<file path="src/rtl/cache_pmem_arbiter.sv">
// -----------------------------------------------------------------------------
// cache_pmem_arbiter
//
// Shares the single burst physical-memory port between the I-cache (read-only)
// and the D-cache (read/write). It serves one cacheline transaction at a time.
// The D-cache has priority. An anti-starvation limit forces an I grant after
// MAX_D_STREAK consecutive D grants taken while the I-cache was waiting.
// Grant and conflict counters are exported for performance reporting.
//
// Ports
//   clk, rst        clock (rising edge) and asynchronous active-high reset
//   i_read/i_addr   I-cache line read request and its address
//   i_rdata/i_resp  line data and one-cycle completion to the I-cache
//   d_read/d_write  D-cache line read / write-back request
//   d_addr/d_wdata  D-cache line address and write-back line
//   d_rdata/d_resp  line data and one-cycle completion to the D-cache
//   pmem_*          burst memory port (strobes, address and wdata are registered)
//   busy            a transaction is in flight
//   cnt_*           I grants, D grants, and IDLE cycles with both caches pending
// -----------------------------------------------------------------------------
module cache_pmem_arbiter #(
  parameter int ADDR_W       = 32,
  parameter int LINE_W       = 256,
  parameter int MAX_D_STREAK = 4,
  parameter int CNT_W        = 32
) (
  input  logic              clk,
  input  logic              rst,
  input  logic              i_read,
  input  logic [ADDR_W-1:0] i_addr,
  output logic [LINE_W-1:0] i_rdata,
  output logic              i_resp,
  input  logic              d_read,
  input  logic              d_write,
  input  logic [ADDR_W-1:0] d_addr,
  input  logic [LINE_W-1:0] d_wdata,
  output logic [LINE_W-1:0] d_rdata,
  output logic              d_resp,
  output logic              pmem_read,
  output logic              pmem_write,
  output logic [ADDR_W-1:0] pmem_address,
  output logic [LINE_W-1:0] pmem_wdata,
  input  logic [LINE_W-1:0] pmem_rdata,
  input  logic              pmem_resp,
  output logic              busy,
  output logic [CNT_W-1:0]  cnt_i_grants,
  output logic [CNT_W-1:0]  cnt_d_grants,
  output logic [CNT_W-1:0]  cnt_conflicts
);

  localparam logic [1:0] IDLE    = 2'd0;
  localparam logic [1:0] SERVE_I = 2'd1;
  localparam logic [1:0] SERVE_D = 2'd2;

  // The streak counter only needs to reach MAX_D_STREAK, where it saturates.
  localparam int              SW           = (MAX_D_STREAK < 1) ? 1 : $clog2(MAX_D_STREAK + 1);
  localparam logic [SW-1:0]   STREAK_LIMIT = SW'(MAX_D_STREAK);

  logic [1:0]        state;
  logic [1:0]        state_nxt;
  logic [SW-1:0]     d_streak;
  logic [ADDR_W-1:0] cap_addr;
  logic [LINE_W-1:0] cap_wdata;
  logic [LINE_W-1:0] i_rdata_q;
  logic [LINE_W-1:0] d_rdata_q;

  logic d_pend;
  logic i_pend;
  logic force_i;

  assign d_pend  = d_read | d_write;
  assign i_pend  = i_read;
  // With MAX_D_STREAK == 0 the I-cache is never forced: pure D priority.
  assign force_i = (MAX_D_STREAK != 0) && (d_streak >= STREAK_LIMIT);

  always_comb begin
    // NOTE: every signal assigned in a combinational block gets a default first, so no path can leave it unassigned and infer a latch.
    state_nxt = state;
    unique case (state)
      IDLE: begin
        if (d_pend && !(i_pend && force_i)) state_nxt = SERVE_D;
        else if (i_pend)                    state_nxt = SERVE_I;
      end
      SERVE_I, SERVE_D: begin
        if (pmem_resp) state_nxt = IDLE;
      end
      default: state_nxt = IDLE;
    endcase
  end

  // NOTE: sequential state uses non-blocking assignments so that every register samples pre-edge values regardless of statement order.
  always_ff @(posedge clk or posedge rst) begin
    if (rst) begin
      // NOTE: the wide capture and read-data holding registers are reset too, so no X is ever presented on the ports after reset.
      state         <= IDLE;
      d_streak      <= '0;
      cap_addr      <= '0;
      cap_wdata     <= '0;
      i_rdata_q     <= '0;
      d_rdata_q     <= '0;
      pmem_read     <= 1'b0;
      pmem_write    <= 1'b0;
      cnt_i_grants  <= '0;
      cnt_d_grants  <= '0;
      cnt_conflicts <= '0;
    end else begin
      state <= state_nxt;
      if (state == IDLE) begin
        if (i_pend && d_pend) cnt_conflicts <= cnt_conflicts + CNT_W'(1);
        if (state_nxt == SERVE_D) begin
          // A simultaneous read and write request is served as a write-back.
          cap_addr     <= d_addr;
          cap_wdata    <= d_wdata;
          pmem_write   <= d_write;
          pmem_read    <= ~d_write;
          cnt_d_grants <= cnt_d_grants + CNT_W'(1);
          if (i_read && (d_streak < STREAK_LIMIT)) d_streak <= d_streak + SW'(1);
        end else if (state_nxt == SERVE_I) begin
          cap_addr     <= i_addr;
          pmem_read    <= 1'b1;
          pmem_write   <= 1'b0;
          cnt_i_grants <= cnt_i_grants + CNT_W'(1);
          d_streak     <= '0;
        end
      end else if (pmem_resp) begin
        // Strobes drop at the same edge that returns the FSM to IDLE.
        pmem_read  <= 1'b0;
        pmem_write <= 1'b0;
        if (state == SERVE_I) i_rdata_q <= pmem_rdata;
        else                  d_rdata_q <= pmem_rdata;
      end
    end
  end

  // Completion is combinational with pmem_resp; the holding registers keep
  // the last delivered line visible to each cache between transactions.
  assign i_resp       = (state == SERVE_I) && pmem_resp;
  assign d_resp       = (state == SERVE_D) && pmem_resp;
  assign i_rdata      = i_resp ? pmem_rdata : i_rdata_q;
  assign d_rdata      = d_resp ? pmem_rdata : d_rdata_q;
  assign pmem_address = cap_addr;
  assign pmem_wdata   = cap_wdata;
  assign busy         = (state != IDLE);

  a_d_rw_exclusive: assert property (@(posedge clk) disable iff (rst) !(d_read && d_write));
  a_no_resp_in_idle: assert property (@(posedge clk) disable iff (rst) !((state == IDLE) && pmem_resp));

endmodule

</file>
<file path="config.mk">
export PLATFORM = sky130hd
export DESIGN_NAME = cache_pmem_arbiter
export DESIGN_NICKNAME = d
export VERILOG_FILES = /design/src/rtl/cache_pmem_arbiter.sv
export SDC_FILE = /design/constraint.sdc
export NUM_CORES = 2
export LEC_CHECK = 0
export ABC_AREA = 0
export BUFFER_PORTS_ARGS = -buffer_cell sky130_fd_sc_hd__buf_2
export CELL_PAD_IN_SITES_DETAIL_PLACEMENT = 0
export CELL_PAD_IN_SITES_GLOBAL_PLACEMENT = 1
export CORE_AREA = 10 10 574 576
export DETAILED_ROUTE_END_ITERATION = 10
export DIE_AREA = 0 0 584 586
export GPL_ROUTABILITY_DRIVEN = 0
export MAX_ROUTING_LAYER = met4
export PLACE_DENSITY = 0.37
export SETUP_SLACK_MARGIN = 0.1
export SLEW_MARGIN = 15
export SYNTH_ARGS = -nofsm -noshare
export SYNTH_HDL_FRONTEND = slang
export SYNTH_SLANG_ARGS = --single-unit
</file>
<file path="constraint.sdc">
create_clock -name clk -period 45.7 [get_ports clk]
set_input_delay 2.285 -clock clk [delete_from_list [all_inputs] [get_ports clk]]
set_output_delay 2.285 -clock clk [all_outputs]
set_load 0.05 [all_outputs]
</file>
==> flow_summary.json <==
{
  "io_pins": 1483,
  "avgSynthCellArea_um2": 12.2,
  "coreArea_um2": 317000,
  "dieArea_um2": 342000,
  "yosys_warnings": 0,
  "synth_top_area_share_pct": 55.5,
  "critPathMaxFanout": 82,
  "grt_pass1_vias": 34798,
  "final_antenna_net_count": 0,
  "finalPower_mw": 5.50,
  "synth_ff_type": "dfrtp_1",
  "min_period_over_period_pct": 16.8,
  "finalSetupTns_ns": 0,
  "clock_skew_ns": 0.0654,
  "intPower_mw": 2.54,
  "numCtsBuffers": 125,
  "io_buffers": 1482,
  "p_clk_share_pct": 18.5,
  "worst_hold_startpoint": "pmem_wdata[155]",
  "htree_num_levels": 3,
  "cts_buffer_depth": 4,
  "synth_adder_area_share_pct": 0.307,
  "pwr-share-comb_pct": 56.3,
  "grt-ovfl-total": 0,
  "yosys.area.top_type": "dfrtp_1",
  "die_w_um": 584,
  "antenna_found_initial": 196,
  "p_per_area_nw_per_um2": 95.7,
  "synth_edf_count": 0,
  "cts-root-buf": "clkbuf_16",
  "ys_types": 43,
  "cts.clk_slew.worst_paths_ns": 0.06,
  "cts_tree": "yes",
  "grt_use_total_pct": 14.8,
  "dr.pass1.iters": 7,
  "layout-drive-gt1-share_pct": 56.8,
  "rows": 207,
  "synth_simple_gate_area_share_pct": 10.3,
  "ys_async_sr_fraction_pct": 100,
  "worstSetupStartpoint": "pmem_resp",
  "clk_latency_ns": 0.86,
  "cts.sinks": 903,
  "drv_cap": 0,
  "synth-xor-area-share_pct": 2.00,
  "syn2layout_area_growth_pct": 41.1,
  "ys_seq_area_share_pct": 55.5,
  "nets": 5384,
  "viasPerCell": 3.57,
  "ys_seq_elements": 903,
  "synth_mux_area_share_pct": 29.1,
  "cts_setup_buffers": 0,
  "synth_compound_area_share_pct": 0.670,
  "dp_slack_ns": 37.66,
  "switching_share_pct": 53.8,
  "timing.rr.start": "state[1]",
  "switchingPower_mw": 2.95,
  "synth_area_leaders": "dfrtp_1 (55%), mux2_2 (28%), nand2_1 (7.8%), xnor2_1 (1.1%), buf_2 (0.97%)",
  "initial_core_util_pct": 12.8,
  "post_cts_hold_buffer_count": 0,
  "hold_viol": 0,
  "critPathRequiredTime_ns": 43.42,
  "post-route-drc-count": 0,
  "synth_top_family_by_area": "multiplexers",
  "syn-cell-area_um2": 40700,
  "grt_pass1_wl_mm": 340,
  "rsz0062_at_grt": "no",
  "slew_viol_final": 0,
  "status": "complete, no violations",
  "min_period_ns": 7.67,
  "dp_hpwl_mm": 212,
  "drt-total-wl_mm": 258,
  "hp-class": "register to register",
  "crit_type": "primary input to output pin",
  "grt_max_degree": 99,
  "syn-num-nets": 3920,
  "fill_cells": 35260,
  "power_frac_seq_pct": 25.3,
  "fin_ws_ns": 38.03,
  "wire_per_inst_um": 28.2,
  "worstMarginPinSlew_ns": 1.17,
  "dr_total_vias": 32720,
  "arrival_ns": 5.38,
  "endpoint_kind": "output pin",
  "dr.first_iter.drc_count": 1622,
  "p_leak_nw": 27.9,
  "dieHeight_um": 586,
  "max_freq_mhz": 130,
  "cp-start-kind": "primary input",
  "syn_inst": 3328,
  "ir_worst_vdd_mv": 0.0442,
  "finalSetupViolations": 0,
  "ctsResizeCount": 0,
  "slew-limit-headroom_pct": 22.1
}
synth_stat cells (2+ instances only):
| master | number |
|---|---|
| a21o_1 | 2 |
| a21oi_1 | 3 |
| and2_1 | 3 |
| and3_1 | 10 |
| and4_1 | 12 |
| buf_1 | 13 |
| buf_2 | 79 |
| clkbuf_1 | 95 |
| dfrtp_1 | 903 |
| ha_1 | 10 |
| inv_1 | 16 |
| inv_2 | 2 |
| mux2_2 | 1024 |
| mux2i_1 | 32 |
| nand2_1 | 848 |
| nand3_1 | 39 |
| nand4_1 | 25 |
| nor2_1 | 21 |
| nor2b_1 | 2 |
| nor3_1 | 22 |
| nor3b_1 | 2 |
| nor4_1 | 11 |
| nor4_4 | 2 |
| nor4b_1 | 2 |
| o21ai_0 | 36 |
| or2_2 | 3 |
| or3_1 | 3 |
| or4_1 | 2 |
| xnor2_1 | 51 |
| xor2_1 | 42 |
cell usage in the layout (no fill, tap or decap), types with 2 or more instances in the layout:
cell        instances
nor4_1             11
dfrtp_1           903
or3_1               3
nand2_4             4
buf_4              40
xnor2_1            51
a21oi_1             3
o21ai_0            36
clkbuf_1           20
a21o_1              2
diode_2            94
inv_6               2
nor4b_1             2
and4_1             12
clkbuf_8           34
nand2_1           844
nor2_1             21
or4_1               2
clkbuf_16         125
inv_8               2
xor2_1             42
mux2_2           1024
bufinv_16           9
ha_1                9
inv_1              15
clkinv_16           2
mux2i_1            32
nand4_1            25
and2_1              2
nor3_1             21
clkinvlp_4          6
and3_1             10
clkinv_2           26
or2_2               3
nor4_4              3
nor2b_1             2
nand3_1            39
buf_2            1482
cell type report:
class,count,area (µm²),area share (%)
clock inverter,47,552,0.960
multi-input combinational,2219,17300,30.1
inverter,18,85.1,0.148
clock buffer,179,3670,6.39
sequential,903,22600,39.3
tap,4180,5230,9.10
timing repair buffer,1525,7780,13.5
antenna,94,235,0.409
critical path: stages:
cell and delay (ns):
buf_2 0.15, nand2_4 0.45, buf_4 0.70, buf_4 0.86, mux2_2 0.43, buf_2 0.22
worst paths after layout:
kind	endpoint	slack, ns	depth (start not counted)
setup / recovery	d_rdata[254]	38.03	6
hold / removal	pmem_wdata[155]	0.47	2
setup reg to reg	i_rdata_q[24]	40.03	9
hold reg to reg	pmem_wdata[155]	0.47	2
max in group asynchronous	cnt_conflicts[4]	39.00	8
min in group asynchronous	pmem_wdata[66]	1.49	2
flip-flops by register name, indices dropped and copies added (netlist names):
register       count
pmem_wdata       256
cnt_d_grants      32
d_rdata_q        256
pmem_write         1
cnt_conflicts     32
state              2
pmem_address      32
i_rdata_q        256
pmem_read          1
d_streak           3
cnt_i_grants      32
layer usage:
layer | share of wire (%) | vias to the layer above | global-route usage (%)
met5 | 0 | - | -
met4 | 2.7 | 0 | 3.16
met3 | 11 | 370 | 5.78
met2 | 46 | 1381 | 23.9
met1 | 40 | 16463 | 17.4
li1 | - | 14506 | -
through the flow:
stage | cells | util, % | area, µm² | hold WS, ns
2_1_floorplan | 3328 | - | 40700 | 0.464
3_3_place_gp | 8843 | 16.7 | 53000 | 0.457
3_5_place_dp | 8844 | 16.7 | 53000 | 0.457
4_1_cts | 9070 | 18.0 | 57200 | 0.472
5_1_grt | 9152 | 18.1 | 57400 | 0.492
6_report | 9165 | 18.1 | 57500 | 0.468
power by group through the flow:
stage	Sequential, mW	Clock [mW]	Combinational [mW]
6_report	1.39	1.02	3.09
5_1_grt	1.43	1.09	3.26
4_1_cts	1.39	1.06	3.16
3_5_place_dp	1.40	0	3.15
3_3_place_gp	1.40	0	3.14
2_1_floorplan	1.75	0	1.77
cell families (layout without fill, tap and decap cells):
logic type                 Yosys count  in the layout
muxes                             1056           1056
and+or+nand+nor                   1013           1013
DFF                                903            903
buffers and inverters              206           1769
xor gates and xnor gates            93             93
AOI/OAI and AO/OA                   47             47
adders and majority gates           10             10
other                                0             94
Note: power is estimated with default switching activity, not from simulation.
